[src/rtl/serial_word_cmp.sv]
// Sequential unsigned comparator for wide words: one 4-bit slice per clock, MSB slice first,
// all slices resolved by a single shared four_bc instance.

module four_bc (
  input  logic [3:0] a,
  input  logic [3:0] b,
  output logic       k,
  output logic       l,
  output logic       m
);

  assign k = (a > b);
  assign l = (a == b);
  assign m = (a < b);

endmodule

module serial_word_cmp #(
  parameter int NIBBLES    = 4,
  parameter int EARLY_EXIT = 1
) (
  input  logic                 clk,
  input  logic                 rst,
  input  logic                 start,
  input  logic [4*NIBBLES-1:0] a_in,
  input  logic [4*NIBBLES-1:0] b_in,
  output logic                 busy,
  output logic                 done,
  output logic                 gt,
  output logic                 eq,
  output logic                 lt
);

  localparam int W  = 4 * NIBBLES;
  localparam int IW = (NIBBLES > 1) ? $clog2(NIBBLES) : 1;

  typedef enum logic [1:0] {
    IDLE,
    RUN,
    DONE
  } state_t;

  state_t          state;
  logic [W-1:0]    a_q;
  logic [W-1:0]    b_q;
  logic [IW-1:0]   idx;
  logic [3:0]      a_sl;
  logic [3:0]      b_sl;
  logic            k;
  logic            l;
  logic            m;
  logic            st_valid;
  logic            st_gt;
  logic            st_lt;

  // Explicit mux over legal slice positions keeps the select in range for every NIBBLES.
  always_comb begin
    a_sl = '0;
    b_sl = '0;
    for (int unsigned i = 0; i < NIBBLES; i++) begin
      if (idx == IW'(i)) begin
        a_sl = a_q[4*i +: 4];
        b_sl = b_q[4*i +: 4];
      end
    end
  end

  four_bc u_bc (
    .a (a_sl),
    .b (b_sl),
    .k (k),
    .l (l),
    .m (m)
  );

  always_ff @(posedge clk) begin
    if (rst) begin
      state    <= IDLE;
      busy     <= 1'b0;
      done     <= 1'b0;
      gt       <= 1'b0;
      eq       <= 1'b0;
      lt       <= 1'b0;
      a_q      <= '0;
      b_q      <= '0;
      idx      <= '0;
      st_valid <= 1'b0;
      st_gt    <= 1'b0;
      st_lt    <= 1'b0;
    end else begin
      done <= 1'b0;
      case (state)
        IDLE, DONE: begin
          if (start) begin
            a_q      <= a_in;
            b_q      <= b_in;
            idx      <= IW'(NIBBLES - 1);
            st_valid <= 1'b0;
            busy     <= 1'b1;
            state    <= RUN;
          end else begin
            busy  <= 1'b0;
            state <= IDLE;
          end
        end

        RUN: begin
          if (!l && (EARLY_EXIT != 0)) begin
            gt    <= k;
            eq    <= 1'b0;
            lt    <= m;
            done  <= 1'b1;
            busy  <= 1'b0;
            state <= DONE;
          end else if (idx == '0) begin
            // The earliest unequal slice owns the ordering; the last slice only decides if none did.
            if (st_valid) begin
              gt <= st_gt;
              eq <= 1'b0;
              lt <= st_lt;
            end else begin
              gt <= k;
              eq <= l;
              lt <= m;
            end
            done  <= 1'b1;
            busy  <= 1'b0;
            state <= DONE;
          end else begin
            if (!l && !st_valid) begin
              st_valid <= 1'b1;
              st_gt    <= k;
              st_lt    <= m;
            end
            idx <= idx - 1'b1;
          end
        end

        default: begin
          busy  <= 1'b0;
          state <= IDLE;
        end
      endcase
    end
  end

endmodule
[config.mk]
export PLATFORM = sky130hd
export DESIGN_NAME = serial_word_cmp
export DESIGN_NICKNAME = d
export VERILOG_FILES = /design/src/rtl/serial_word_cmp.sv
export SDC_FILE = /design/constraint.sdc
export NUM_CORES = 1
export LEC_CHECK = 0
export ABC_AREA = 1
export CAP_MARGIN = 15
export CELL_PAD_IN_SITES_DETAIL_PLACEMENT = 0
export CELL_PAD_IN_SITES_GLOBAL_PLACEMENT = 1
export CORE_MARGIN = 1.5
export CORE_UTILIZATION = 39
export CTS_CLUSTER_DIAMETER = 200
export DETAILED_ROUTE_END_ITERATION = 10
export PLACE_DENSITY_LB_ADDON = 0.1
export SYNTH_ARGS = -nofsm -noshare
export SYNTH_HDL_FRONTEND = slang
export SYNTH_SLANG_ARGS = --single-unit
[constraint.sdc]
create_clock -name clk -period 3.55 [get_ports clk]
set_input_delay 0.71 -clock clk [delete_from_list [all_inputs] [get_ports clk]]
set_output_delay 0.71 -clock clk [all_outputs]
set_load 0.01 [all_outputs]
==> results.sh <==
export IMPL_status="completed"
export IMPL_drc=0
export IMPL_synth_area_leaders="dfxtp_1 43%, nor2_1 15%, o21ai_0 8.3%"
export IMPL_crit_type="flip-flop to flip-flop"
export IMPL_synth_top_cells_by_count="83 x nor2_1, 44 x dfxtp_1, 34 x o21ai_0, 27 x nand2_1, 13 x inv_1"
export IMPL_rows=26
export IMPL_yosysWarnings=0
export IMPL_firstDrtPassIters=4
export IMPL_htree_levels=2
export IMPL_netlist_instances=279
export IMPL_p_leak_nw=1.07
export IMPL_cp_slowest_cell="ha_1"
export IMPL_fin_ws_ns=1.07
export IMPL_grt_max_degree=39
export IMPL_areaGrowthSynthToFinish_pct=22.4
export IMPL_grt_pass1_wl_um=7580
export IMPL_min_period_ns=2.48
export IMPL_dp_slack_ns=1.11
export IMPL_die_y_um=75.6
export IMPL_cts_reportedPaths_clkPinSlew_ns=0.07
export IMPL_first_global_vias=1692
export IMPL_ctsHoldBuffers=0
export IMPL_maxCapViolCount=0
export IMPL_synth_fp_nets=322
export IMPL_cp_max_fo=10
export IMPL_rsz0062_at_grt="no"
export IMPL_cts_setup_buffers=0
export IMPL_yosys_area_top_type_share_pct=42.8
export IMPL_final_area_um2=2520
export IMPL_num_antenna_cells=0
export IMPL_slew_violations=0
export IMPL_vias=1775
export IMPL_synth_distinct_cells=25
export IMPL_synth_edf_count=0
export IMPL_critPathArrivalTime_ns=2.66
export IMPL_avgViaCountPerCell=4.67
export IMPL_cts_made_buffers=5
export IMPL_drt_wl_total_um=4530
export IMPL_peakVddDrop_mv=0.156
export IMPL_clk_latency_ns=0.29
export IMPL_dp_hpwl_um=3280
export IMPL_finish_utilization_pct=49.3
export IMPL_grt_remaining_overflow=0
export IMPL_dieArea_um2=5720
export IMPL_drive_above_1_share_pct=8.71
export IMPL_setup_viol=0
export IMPL_r2r_end="eq"
export IMPL_r2r_slack_ns=1.07
export IMPL_netlist_area_um2=2060
export IMPL_holdCritStartpoint="st_gt"
export IMPL_fin_crit_sh_pct=69.7
export IMPL_clock_path_buffers=2
export IMPL_min_to="st_gt"
export IMPL_synth_area_leader_cell="dfxtp_1"
export IMPL_fin_tns_setup_ns=0
export IMPL_tightest_slew_ns=0.535
export IMPL_hp_class="flip-flop to flip-flop"
export IMPL_cts_resized=0
export IMPL_r2r_start="idx[0]"
export IMPL_synthArstFlopShare_pct=0
export IMPL_ys_ff_latch=44
export IMPL_start_util_pct=40.3
export IMPL_dpl_cell_area_um2=2450
export IMPL_ant_nets=0
export IMPL_slowest_delay_ns=0.41
export IMPL_antenna_found_initial=0
export IMPL_cp_start_kind="flip-flop"
export IMPL_io_pins=40
export IMPL_drtIter0Drc=78
export IMPL_powerDensity_nw_per_um2=451
export IMPL_critPathTopFamily="simple AND/OR/NAND/NOR gates"
export IMPL_track_usage_pct=17.9
export IMPL_clock_skew_ns=0.00282
export IMPL_r2r_cells=15
export IMPL_ys_seq_area_share_pct=42.8
export IMPL_finalHoldViolations=0
export IMPL_crit_buf_inv=1
export IMPL_slew_limit_headroom_pct=64.3
export IMPL_die_x_um=75.6
export IMPL_synth_main_ff_cell="dfxtp_1"
export IMPL_cts_tree="yes"
export IMPL_path_cells="inv_1 -> ha_1 -> nand2_1 -> nand2_1 -> o21ai_0 -> o21ai_0 -> o21ai_0 -> ha_1 -> nand2_2 -> nor2_8 -> nand2_4 -> nand2_4 -> nor2_2 -> nand3_1 -> nand2_1"
export IMPL_avgRoutedWirePerCell_um=11.9
export IMPL_place_congestion=0.918
export IMPL_nNetsFinal=355
export IMPL_worst_hold_path_num_cells=2
export IMPL_cts_root_buf="clkbuf_8"
export IMPL_cp_end_kind="flip-flop"
export IMPL_max_freq_mhz=404
export IMPL_worst_endpoint_required_ns=3.74
export IMPL_core_area_um2=5110
export IMPL_cts_sinks=44
export IMPL_synth_most_common_cell="nor2_1"
export IMPL_synth_avg_cell_area_um2=7.38
export IMPL_portBuffers=39
## final cells by class
class	instances	area [um^2]
Clock buffer	5	68.8
Inverter	20	75.1
Timing Repair Buffer	40	398
Tap cell	70	87.6
Sequential cell	44	881
Multi-Input combinational cell	201	1010
Fill cell	560	2590
## state kept, by name, summed over array words and instances, names as in the netlist
name / count
b_q: 16
st_gt: 1
idx: 2
busy: 1
st_lt: 1
eq: 1
a_q: 16
lt: 1
done: 1
state: 2
gt: 1
st_valid: 1
## placed cells by master (no fill, tap or decap), drive strengths merged, types with 5 or more instances in the layout
master	n
nand2	35
clkbuf	5
o21ai	45
ha	8
dfxtp	44
nor2	85
nand3	11
a21oi	10
inv	20
clkdlybuf4s50	39
## stage by stage
stage               cells  hold slack (ns)  power (mW)
finish                380            0.439        1.14
global route          380            0.470        1.22
CTS                   380            0.445        1.15
detailed placement    375            0.434       0.873
global placement      375            0.436       0.871
floorplan             279            0.410       0.781
## cell families (layout without fill, tap and decap cells)
group                      after synthesis  after routing  synth area share (%)
and+or+nand+nor                        132            132                  28.0
AOI/OAI and AO/OA                       61             61                  16.1
DFF                                     44             44                  42.8
buffers and inverters                   34             65                  8.21
adders and majority gates                8              8                  4.86
## power breakdown
group / internal [mW] / switching (mW) / total, mW / leakage (nW)
Clock: 0.127 / 0.152 / 0.279 / 0.0359
Combinational: 0.128 / 0.172 / 0.300 / 0.672
Sequential: 0.534 / 0.0238 / 0.557 / 0.364
Total: 0.788 / 0.348 / 1.14 / 1.07
## worst min-delay path: stages (launching register included)
cell and delay (ns):
dfxtp_1 0.30, inv_1 0.06, nor2_1 0.04
## how the worst max path moves through the flow
stage / startpoint / to / slack [ns] / cells past startpoint
floorplan: idx[0] / idx[1] / 1.51 / 13
global placement: idx[0] / eq / 1.13 / 15
detailed placement: idx[0] / eq / 1.11 / 15
CTS: idx[0] / eq / 1.09 / 15
global route: idx[0] / idx[1] / 0.85 / 13
finish: idx[0] / eq / 1.07 / 15
## per-layer routing
metal / vias to the layer above / share of wire, % / GRT usage [%]
li1: 958 / - / -
met1: 775 / 53 / 24.2
met2: 38 / 42 / 28.0
met3: 4 / 4.0 / 4.37
met4: 0 / 0.90 / 5.95
met5: - / 0 / 0
(Power assumes the default switching activity.)
==> RTL edit 1 (same settings) <==
`NIBBLES`: 4 -> 8.
--- a/src/rtl/serial_word_cmp.sv
+++ b/src/rtl/serial_word_cmp.sv
@@ -17,5 +17,5 @@
 
 module serial_word_cmp #(
-  parameter int NIBBLES    = 4,
+  parameter int NIBBLES    = 8,
   parameter int EARLY_EXIT = 1
 ) (
Ports: changed (resized a_in and b_in); port bits go from 40 to 72. The function was not compared with the original's and may differ.
==> RTL edit 1 against the original RTL <==
- total power grew 92%
- routed wire length grew 91%
- worst setup slack lost 350 ps
- via count grew 88%
- sequential power grew 76%
- sequential cell count grew 33
- synthesized area grew 77%
- synthesized cell count grew 91%
- design area grew 83%
- critical path type unchanged
- critical endpoint is now lt
==> RTL edit 1: results (changes against the original RTL) <==
[status]
status = complete, no violations

[worst_setup_path]
crit_path_top_delay_cell = dfxtp_1
crit_path_max_incr_delay_ps = 730  ; +320 ps
r2r_cells = 17  ; +2

[grt]
grtUsageTotal_pct = 18.8  ; +0.87 points
grt_pass1_vias = 3189  ; +88%

[timing]
fin_crit_ps = 2820  ; +348 ps
holdWs_ps = 438  ; -0.584 ps
finClkSkew_ps = 14.9  ; +12.1 ps
worstMarginPinSlew_ps = 864  ; +329 ps

[clocking]
numCtsBuffers = 9  ; +4
clk_latency_ps = 360  ; +70 ps

[final_layout]
non_clock_inverter_count = 45  ; +130%
reg_top3 = a_q x32, b_q x32, idx x3
seq_cell_count = 77  ; +75%
nFillCells = 968  ; +73%
final-nonclk-buf-share_pct = 15.8  ; -0.045 points

[yosys]
synth_commonest_cells = nor2_1, nand2_1, dfxtp_1, o21ai_0, inv_1
syn_inst = 534  ; +91%
synthAdderAreaFrac_pct = 3.09  ; -1.8 points
synth_nets = 610  ; +89%

[route]
wl_met3_um = 341  ; +89%
wl_met2_um = 3920  ; +110%

[hold_path]
hp-start = st_lt

[placed_design]
place_hpwl_um = 6430  ; +96%

==> RTL edit 1: cell count changes after synthesis, moves of 14 or more <==
| cell | change |
|---|---|
| dfxtp_1 | +33 |
| inv_1 | +25 |
| nand2_1 | +55 |
| nand3_1 | +14 |
| nor2_1 | +73 |
| o21ai_0 | +31 |
==> RTL edit 1: power by group through the flow <==
stage	logic, mW	registers (mW)	clock network (mW)
after floorplan	0.344	0.985	0
after global placement	0.488	1.00	0
after detailed placement	0.493	1.00	0
after CTS	0.496	0.984	0.739
after global routing	0.565	0.993	0.774
final	0.486	0.983	0.716
==> RTL edit 1: worst max path at each step <==
stage | start | endpoint
final | idx[2] | lt
after global routing | idx[1] | gt
after CTS | idx[2] | lt
after detailed placement | idx[2] | lt
after global placement | idx[2] | lt
after floorplan | idx[1] | lt
==> RTL edit 1: worst min-delay path, cell delays in order (launching register included) <==
cell     delay (ps)
dfxtp_1         320
inv_1            50
nor2_1           30
==> RTL edit 2 (same settings) <==
Made on the original files. Re-encode `state_t` (3 states) as one-hot, 3 bits wide.
--- a/src/rtl/serial_word_cmp.sv
+++ b/src/rtl/serial_word_cmp.sv
@@ -35,8 +35,8 @@
   localparam int IW = (NIBBLES > 1) ? $clog2(NIBBLES) : 1;
 
-  typedef enum logic [1:0] {
-    IDLE,
-    RUN,
-    DONE
+  typedef enum logic [2:0] {
+    IDLE = 3'b001,
+    RUN  = 3'b010,
+    DONE = 3'b100
   } state_t;
 
Behaviour: same outputs for any inputs over 10 cycles, from zero or initial values and one cycle with rst high; not proved beyond that.
==> RTL edit 2 against the original RTL <==
- worst setup slack better by 22 ps
- die area up 1.2%
- fmax up 0.91%
- combinational power down 18%
- total power down 3.9%
- non-clock buffer count up 1
- synthesized area up 1.3%
- sequential cell count up 1
- design area up 1.6%
- global-route usage down 0.30 points
- routed wire length up 1.5%
- highest routed layer unchanged
- critical path depth down 4
- critical path type unchanged
==> RTL edit 2: results (changes against the original RTL) <==
[route]
wl_per_cell_um = 12.2  ; +2.3%
drt_iter0_drc = 106  ; +36%
vias = 1778  ; +0.17%
viasPerCell = 4.72  ; +0.97%

[placed_design]
place_area_um2 = 2480  ; +1.4%
dp_slack_ps = 1130  ; +20.7 ps
gp_congestion = 0.762  ; -17%
placedCellCount = 371  ; -1.1%
place_hpwl_um = 3270  ; -0.28%

[yosys]
synth_nets = 317  ; -1.6%
synthArstFlopShare_pct = 0  ; unchanged
ys_top_cells_by_area = dfxtp_1, nand2_1, a21oi_1
ys_seq_area_share_pct = 43.2  ; +0.42 points
synth_top_area_share_pct = 43.2  ; +0.42 points
synth_cell_type_count = 21  ; -16%
synth_commonest_cells = nand2_1, dfxtp_1, inv_1, a21oi_1, o21ai_0

[worst_setup_path]
critPathTopFamily = adder cells
cp_max_fo = 9  ; -1
crit_path_max_incr_delay_ps = 370  ; -40 ps
critPathArrivalTime_ps = 2640  ; -20 ps

[power]
leakage_nw = 1.04  ; -3.3%
pg_seq_uw = 558  ; about the same
comb-power_uw = 246  ; -18%
p_int_uw = 773  ; -1.9%

[status]
status = complete, no violations

[grt]
grt_pass1_vias = 1693  ; +0.059%
grt_pass1_wl_um = 8140  ; +7.4%
grtUsageTotal_pct = 17.6  ; -0.30 points

[timing]
finClkSkew_ps = 3.62  ; +0.810 ps

[final_layout]
drive_above_1_share_pct = 11.4  ; +2.7 points
fin_nets = 351  ; -1.1%

[clocking]
htree_levels = 2  ; unchanged

[RTL edit 2: cell count changes in the layout (fill, tap and decap cells not counted), moves of 3 or more]
| cell | unedited run | this run |
|---|---|---|
| a21oi_2 | 2 | 10 |
| inv_1 | 13 | 34 |
| nand2_2 | 5 | 11 |
| o21ai_0 | 34 | 27 |
| inv_2 | 7 | 2 |
| a22oi_1 | 1 | 4 |
| nand2_1 | 27 | 51 |
| a21oi_1 | 8 | 31 |
| nor2_1 | 83 | 17 |
| o21ai_1 | 11 | 0 |
| nand2_4 | 3 | 0 |
[RTL edit 2: layer usage]
layer	global-route usage (%)	share of wire (%)	up-vias
met5	0	0	-
met1	26.0	53	786
met3	4.43	4.8	6
met2	24.5	41	40
met4	6.11	1.6	0
li1	-	-	946
[RTL edit 2: cell type report]
cell class	count	area, um2
clock inverters	1	5.00
multi-input cells	179	956
clock buffers	5	68.8
repair buffers	41	405
well taps	70	87.6
flip-flops and latches	45	901
fillers	559	2580
inverters	36	135
[RTL edit 2: cells by family after synthesis]
family	count (synthesis)	synth area share, %
DFF	45	43.2
buffers and inverters	50	10.9
and+or+nand+nor	95	20.2
adders and majority gates	8	4.80
AOI/OAI and AO/OA	76	20.9
[RTL edit 2: worst register-to-register path: stages, from the launching register on]
cell and delay, ps:
dfxtp_1 350, inv_1 110, ha_1 370, inv_1 220, o21ai_0 200, o22ai_1 120, ha_1 290, nand2_1 80
nor2_2 170, nand3_1 160, o21ai_0 230, nor2_1 70
[RTL edit 2: path summary, 6_finish.rpt]
| path | cells after the start | slack (ps) | to | startpoint |
|---|---|---|---|---|
| worst max-delay path | 11 | 1100 | idx[0] | idx[0] |
| worst min-delay path | 2 | 440 | st_gt | st_gt |
| worst max register to register | 11 | 1100 | idx[0] | idx[0] |
| worst min register to register | 2 | 440 | st_gt | st_gt |
